===== src/rtl/execute_result_queue.sv =====
// In-order DEPTH-entry buffer between execute and memory-access/writeback.
// Pushes stall behind a queued branch/trap/xRET until it drains; flush discards everything.
module execute_result_queue #(
  parameter int DEPTH      = 2,
  parameter int ADDR_WIDTH = 32,
  parameter int INSN_WIDTH = 32,
  parameter int OP_WIDTH   = 32,
  parameter int INT_WIDTH  = 32,
  parameter int FP_WIDTH   = 64,
  parameter int TRAP_WIDTH = 64
) (
  input  logic                       clk,
  input  logic                       rstN,
  input  logic                       flush,
  input  logic                       inValid,
  output logic                       inReady,
  input  logic [ADDR_WIDTH-1:0]      inPc,
  input  logic [INSN_WIDTH-1:0]      inInsn,
  input  logic [OP_WIDTH-1:0]        inOp,
  input  logic [INT_WIDTH-1:0]       inDstInt,
  input  logic [FP_WIDTH-1:0]        inDstFp,
  input  logic                       inBranchTaken,
  input  logic [ADDR_WIDTH-1:0]      inBranchTarget,
  input  logic                       inTrapValid,
  input  logic [TRAP_WIDTH-1:0]      inTrapInfo,
  input  logic                       inTrapReturn,
  output logic                       outValid,
  input  logic                       outReady,
  output logic [ADDR_WIDTH-1:0]      outPc,
  output logic [INSN_WIDTH-1:0]      outInsn,
  output logic [OP_WIDTH-1:0]        outOp,
  output logic [INT_WIDTH-1:0]       outDstInt,
  output logic [FP_WIDTH-1:0]        outDstFp,
  output logic                       outBranchTaken,
  output logic [ADDR_WIDTH-1:0]      outBranchTarget,
  output logic                       outTrapValid,
  output logic [TRAP_WIDTH-1:0]      outTrapInfo,
  output logic                       outTrapReturn,
  output logic [$clog2(DEPTH+1)-1:0] count,
  output logic                       redirectPending
);

  localparam int CNT_W = $clog2(DEPTH + 1);
  localparam int PTR_W = (DEPTH > 1) ? $clog2(DEPTH) : 1;
  localparam logic [CNT_W-1:0] CNT_ONE  = CNT_W'(1);
  localparam logic [CNT_W-1:0] CNT_FULL = CNT_W'(DEPTH);
  localparam logic [PTR_W-1:0] PTR_ONE  = PTR_W'(1);
  localparam logic [PTR_W-1:0] PTR_LAST = PTR_W'(DEPTH - 1);

  // Bit offsets of each field inside one packed storage entry.
  localparam int OFF_PC   = 0;
  localparam int OFF_INSN = OFF_PC + ADDR_WIDTH;
  localparam int OFF_OP   = OFF_INSN + INSN_WIDTH;
  localparam int OFF_INT  = OFF_OP + OP_WIDTH;
  localparam int OFF_FP   = OFF_INT + INT_WIDTH;
  localparam int OFF_BT   = OFF_FP + FP_WIDTH;
  localparam int OFF_BTGT = OFF_BT + 1;
  localparam int OFF_TV   = OFF_BTGT + ADDR_WIDTH;
  localparam int OFF_TI   = OFF_TV + 1;
  localparam int OFF_TR   = OFF_TI + TRAP_WIDTH;
  localparam int ENTRY_W  = OFF_TR + 1;

  logic [PTR_W-1:0]   wr_ptr_q, wr_ptr_d;
  logic [PTR_W-1:0]   rd_ptr_q, rd_ptr_d;
  logic [CNT_W-1:0]   count_q, count_d;
  logic               redirect_q, redirect_d;
  logic [ENTRY_W-1:0] mem [DEPTH];
  logic [ENTRY_W-1:0] in_entry;
  logic [ENTRY_W-1:0] head_entry;
  logic               in_ready;
  logic               out_valid;
  logic               push;
  logic               pop;
  logic               in_redirect;

  assign in_ready    = (count_q < CNT_FULL) && !redirect_q;
  assign out_valid   = (count_q != '0);
  assign push        = inValid && in_ready && !flush;
  assign pop         = out_valid && outReady && !flush;
  assign in_redirect = inBranchTaken | inTrapValid | inTrapReturn;

  assign in_entry = {inTrapReturn, inTrapInfo, inTrapValid, inBranchTarget,
                     inBranchTaken, inDstFp, inDstInt, inOp, inInsn, inPc};

  always_comb begin
    wr_ptr_d   = wr_ptr_q;
    rd_ptr_d   = rd_ptr_q;
    count_d    = count_q;
    redirect_d = redirect_q;
    if (flush) begin
      wr_ptr_d   = '0;
      rd_ptr_d   = '0;
      count_d    = '0;
      redirect_d = 1'b0;
    end else begin
      if (push) begin
        wr_ptr_d = (wr_ptr_q == PTR_LAST) ? '0 : wr_ptr_q + PTR_ONE;
      end
      if (pop) begin
        rd_ptr_d = (rd_ptr_q == PTR_LAST) ? '0 : rd_ptr_q + PTR_ONE;
      end
      if (push && !pop) begin
        count_d = count_q + CNT_ONE;
      end else if (pop && !push) begin
        count_d = count_q - CNT_ONE;
      end
      // A redirect entry is always the youngest, so popping the last entry retires it.
      if (push && in_redirect) begin
        redirect_d = 1'b1;
      end else if (pop && count_q == CNT_ONE) begin
        redirect_d = 1'b0;
      end
    end
  end

  always_ff @(posedge clk or negedge rstN) begin
    if (!rstN) begin
      wr_ptr_q   <= '0;
      rd_ptr_q   <= '0;
      count_q    <= '0;
      redirect_q <= 1'b0;
    end else begin
      wr_ptr_q   <= wr_ptr_d;
      rd_ptr_q   <= rd_ptr_d;
      count_q    <= count_d;
      redirect_q <= redirect_d;
    end
  end

  // Storage holds no reset: contents are meaningless until written.
  always_ff @(posedge clk) begin
    for (int i = 0; i < DEPTH; i++) begin
      if (push && wr_ptr_q == PTR_W'(i)) begin
        mem[i] <= in_entry;
      end
    end
  end

  always_comb begin
    head_entry = mem[0];
    for (int i = 1; i < DEPTH; i++) begin
      if (rd_ptr_q == PTR_W'(i)) begin
        head_entry = mem[i];
      end
    end
  end

  assign inReady         = in_ready;
  assign outValid        = out_valid;
  assign count           = count_q;
  assign redirectPending = redirect_q;
  assign outPc           = head_entry[OFF_PC +: ADDR_WIDTH];
  assign outInsn         = head_entry[OFF_INSN +: INSN_WIDTH];
  assign outOp           = head_entry[OFF_OP +: OP_WIDTH];
  assign outDstInt       = head_entry[OFF_INT +: INT_WIDTH];
  assign outDstFp        = head_entry[OFF_FP +: FP_WIDTH];
  assign outBranchTaken  = head_entry[OFF_BT];
  assign outBranchTarget = head_entry[OFF_BTGT +: ADDR_WIDTH];
  assign outTrapValid    = head_entry[OFF_TV];
  assign outTrapInfo     = head_entry[OFF_TI +: TRAP_WIDTH];
  assign outTrapReturn   = head_entry[OFF_TR];

`ifndef SYNTHESIS
  a_count_bound: assert property (@(posedge clk) disable iff (!rstN)
    count_q <= CNT_FULL);
  // Popping an empty queue is a harmless no-op.
  a_pop_empty_noop: assert property (@(posedge clk) disable iff (!rstN)
    (outReady && !out_valid && !push && !flush) |=> (count_q == '0));
  // A push offered while not ready is simply ignored.
  a_push_refused_noop: assert property (@(posedge clk) disable iff (!rstN)
    (inValid && !in_ready && !pop && !flush) |=> (count_q == $past(count_q)));
  a_flush_clears: assert property (@(posedge clk) disable iff (!rstN)
    flush |=> (count_q == '0 && !redirect_q));
`endif

endmodule

===== config.mk =====
export PLATFORM = sky130hd
export DESIGN_NAME = execute_result_queue
export DESIGN_NICKNAME = d
export VERILOG_FILES = /design/src/rtl/execute_result_queue.sv
export SDC_FILE = /design/constraint.sdc
export NUM_CORES = 1
export LEC_CHECK = 0
export ABC_CLOCK_PERIOD_IN_PS = 56600
export CAP_MARGIN = 20
export CORE_AREA = 3 3 232 234
export CTS_CLUSTER_SIZE = 25
export DETAILED_ROUTE_END_ITERATION = 10
export DIE_AREA = 0 0 235 237
export PLACE_DENSITY = 0.7
export SYNTH_ARGS = -nofsm -noshare
export SYNTH_HDL_FRONTEND = slang
export SYNTH_SLANG_ARGS = --single-unit

===== constraint.sdc =====
create_clock -name clk -period 56.6 [get_ports clk]
set_clock_uncertainty 0.05 [all_clocks]
set_input_delay 11.32 -clock clk [delete_from_list [all_inputs] [get_ports clk]]
set_output_delay 11.32 -clock clk [all_outputs]
set_load 0.02 [all_outputs]

==> results by group <==
Die
  • DIE WIDTH: 235 um
  • Initial Utilization: 0.407
  • Die Footprint: 0.0557 mm2
  • Die boundary height: 237 um
  • Num rows: 84
  • Count of pins on the block boundary: 592
  • Core area: 0.0522 mm2

Hold path
  • Hold crit path type: register to register
  • Cell depth of the worst min-delay path: 2
  • End point of the worst hold path: wr_ptr_q
  • HP Start: wr_ptr_q

Cells and area
  • Fin area: 0.0297 mm2
  • NumNets Final: 1863
  • Filler cells: 3985
  • Area growth syn-to-layout: 39.9%
  • Final core utilization: 0.569
  • Share of final-layout standard cells stronger than drive strength 1: 0.0571

Clock tree
  • CTS tree: yes
  • Postcts setup bufs: 0
  • Hold buffer count at cts: 0
  • Number of clock buffers inserted by TritonCTS: 58
  • Clock Sink Count: 587
  • CTS Root Cell: sky130_fd_sc_hd__clkbuf_16
  • CTS Buffer Depth: 3
  • CTS resizes: 0
  • Clk slew on worst S/H paths: 60 ps
  • Latest clock arrival within the worst-skew pair: 580 ps
  • Number of H-tree levels: 2

Synth
  • Share of the yosys chip area belonging to registers: 0.828
  • Area share of the largest cell type after synthesis: 0.822
  • Most numerous cell in the Yosys netlist: sky130_fd_sc_hd__edfxtp_1
  • Ys Warns: 0
  • Share of async-settable or async-resettable flops after synthesis: 0.00852
  • Area contributors post-synth: sky130_fd_sc_hd__edfxtp_1 (82%), sky130_fd_sc_hd__mux2_1 (15%), sky130_fd_sc_hd__buf_4 (0.71%)
  • Cell Area, Synth: 0.0213 mm2
  • Synth area leader: sky130_fd_sc_hd__edfxtp_1
  • Post-Synthesis Net Count: 1231
  • Number of enable-type register cells in the synthesized netlist: 582
  • Dominant register cell in the synthesized netlist: sky130_fd_sc_hd__edfxtp_1
  • Number of distinct library cell variants in the gate-level netlist after synthesis: 18
  • Number of synthesized register bits: 587
  • Instance count of the mapped netlist: 933
  • Mapped Avg Cell Area: 22.8 um2
  • Post-synth top cells: sky130_fd_sc_hd__edfxtp_1 (582), sky130_fd_sc_hd__mux2_1 (292), sky130_fd_sc_hd__buf_4 (20), sky130_fd_sc_hd__buf_2 (12), sky130_fd_sc_hd__dfrtp_1 (5)

Critical path
  • Critical-path maximum fanout: 73
  • Startpoint class of the critical path: register
  • Setup slack of the worst register-to-register path: 52900 ps
  • Endpoint required time on the critical path: 45230 ps
  • Critical path arrival: 4860 ps
  • Crit path kind: register to output pin
  • Reg2Reg Launch Point: redirectPending
  • Worst r2r path cells: 6
  • CP endpoint kind: output pin
  • Endpoint of the lowest-slack register-to-register path: mem[0][367]

STA
  • Ratio of final minimum period to clock period: 0.287
  • Count of endpoints failing setup in the final report: 0
  • Maximum clock rate: 0.0616 GHz
  • Normalized max-slew margin: 0.299
  • Summed negative setup slack over all endpoints: 0 ps
  • Slew at the pin closest to its max-slew limit: 1050 ps
  • Fin. Hold Viols: 0
  • Total count of max-transition violations in the final report: 0
  • Setup repair after global routing missed its margin: false
  • Post-route minimum period: 16230 ps

Status
  • Result of the run: completed

Global route
  • All-layer global routing usage: 0.176
  • Number of antenna violations at the first check in global routing: 7
  • Largest net degree at the start of global routing: 156
  • Wire length of the first global-routing pass: 74300 um
  • Number of global-route vias before repair: 12.0k
  • Total congestion overflow: 0

Drt
  • Routed via count: 11.1k
  • Count of antenna-violating nets left after detailed routing: 0
  • Violation count after the first detailed-routing iteration: 569
  • Total routed wirelength: 50800 um
  • DRC viols: 0
  • Average routed wire per standard cell: 22.1 um
  • DR pass1 iterations: 6
  • Routed via count divided by cell count: 4.82

Placed design
  • RePlAce Congestion: 0.824
  • DPL Wire Length: 35400 um
  • Placement Cell Area: 0.0279 mm2
  • Number of buffers inserted by port buffering: 591

Power and ir drop
  • Largest voltage drop on the vdd net: 0.0316 mV
  • PD cells: 41.8 mW/mm2
  • Static power due to leakage: 9.84 nW
  • Total power after layout: 1.24 mW

Run
  • Number of max-cap violations: 0
-- registers in the layout, summed over array words and instances (netlist names) --
name,count
wr_ptr_q,1
redirectPending,1
count,2
rd_ptr_q,1
mem,582
-- through the flow --
stage	hold slack (ps)	cells	setup slack, ps
2_1_floorplan	475	933	22810
3_3_place_gp	511	2192	41040
3_5_place_dp	527	2192	40970
4_1_cts	553	2297	40320
5_1_grt	591	2299	40090
6_report	551	2300	40370
-- cells by family after synthesis --
family / Yosys count / share of synthesized area
muxes: 292 / 0.155
DFF: 587 / 0.828
AOI/OAI and AO/OA: 3 / 0.00106
adders and majority gates: 2 / 0.00118
and+or+nand+nor: 11 / 0.00312
xor gates and xnor gates: 3 / 0.00188
buffers and inverters: 35 / 0.0104
-- report_power, final --
group | switching (mW) | internal, mW | leakage, nW
Sequential | 0.0127 | 0.522 | 5.37
Combinational | 0.186 | 0.165 | 3.61
Clock | 0.152 | 0.204 | 0.861
Total | 0.351 | 0.891 | 9.84
-- layout by cell type, fill, tap and decap left out, types with 4 or more instances in the layout --
master	netlist	final
sky130_fd_sc_hd__nor2_1	4	4
sky130_fd_sc_hd__mux2_1	292	292
sky130_fd_sc_hd__edfxtp_1	582	582
sky130_fd_sc_hd__dfrtp_1	5	4
sky130_fd_sc_hd__clkbuf_16	0	61
sky130_fd_sc_hd__clkbuf_1	0	17
sky130_fd_sc_hd__clkinv_1	0	14
sky130_fd_sc_hd__clkdlybuf4s50_1	0	591
sky130_fd_sc_hd__clkinv_2	0	10
sky130_fd_sc_hd__buf_4	20	11
-- worst max-delay path, stage by stage (launching register included) --
cell and delay [ps]:
sky130_fd_sc_hd__dfrtp_4 790, sky130_fd_sc_hd__buf_4 880, sky130_fd_sc_hd__buf_4 730, sky130_fd_sc_hd__buf_4 710, sky130_fd_sc_hd__mux2_1 400, sky130_fd_sc_hd__clkdlybuf4s50_1 550
-- final cells by class --
type	count	area, um2	share of cell area
clock buffers	78	1590	0.0535
diodes	2	5.00	0.000168
inverters	3	11.3	0.000379
multi-input cells	311	3450	0.116
flip-flops and latches	587	17600	0.592
repair buffers	604	6050	0.203
well taps	688	861	0.0289
clock inverters	27	170	0.00572
-- how the worst max path moves through the flow --
stage / slack (ps) / start / depth (start not counted) / to
after floorplan: 22810 / inValid / 2 / mem[0][291]
after global placement: 41040 / rd_ptr_q / 5 / outDstFp[11]
after detailed placement: 40970 / rd_ptr_q / 5 / outDstInt[14]
after CTS: 40320 / rd_ptr_q / 5 / outDstInt[14]
after global routing: 40090 / rd_ptr_q / 5 / outDstFp[11]
final: 40370 / rd_ptr_q / 5 / outDstInt[14]
-- metal layers --
metal  wire length, um  GRT usage  vias up
met5                41          0        -
met4              1110     0.0482        6
met3              4530     0.0677       76
met2             26500      0.313      415
met1             18700      0.199     5585
li1                  -          -     5001
No activity file was read; power rests on OpenSTA's default activity.
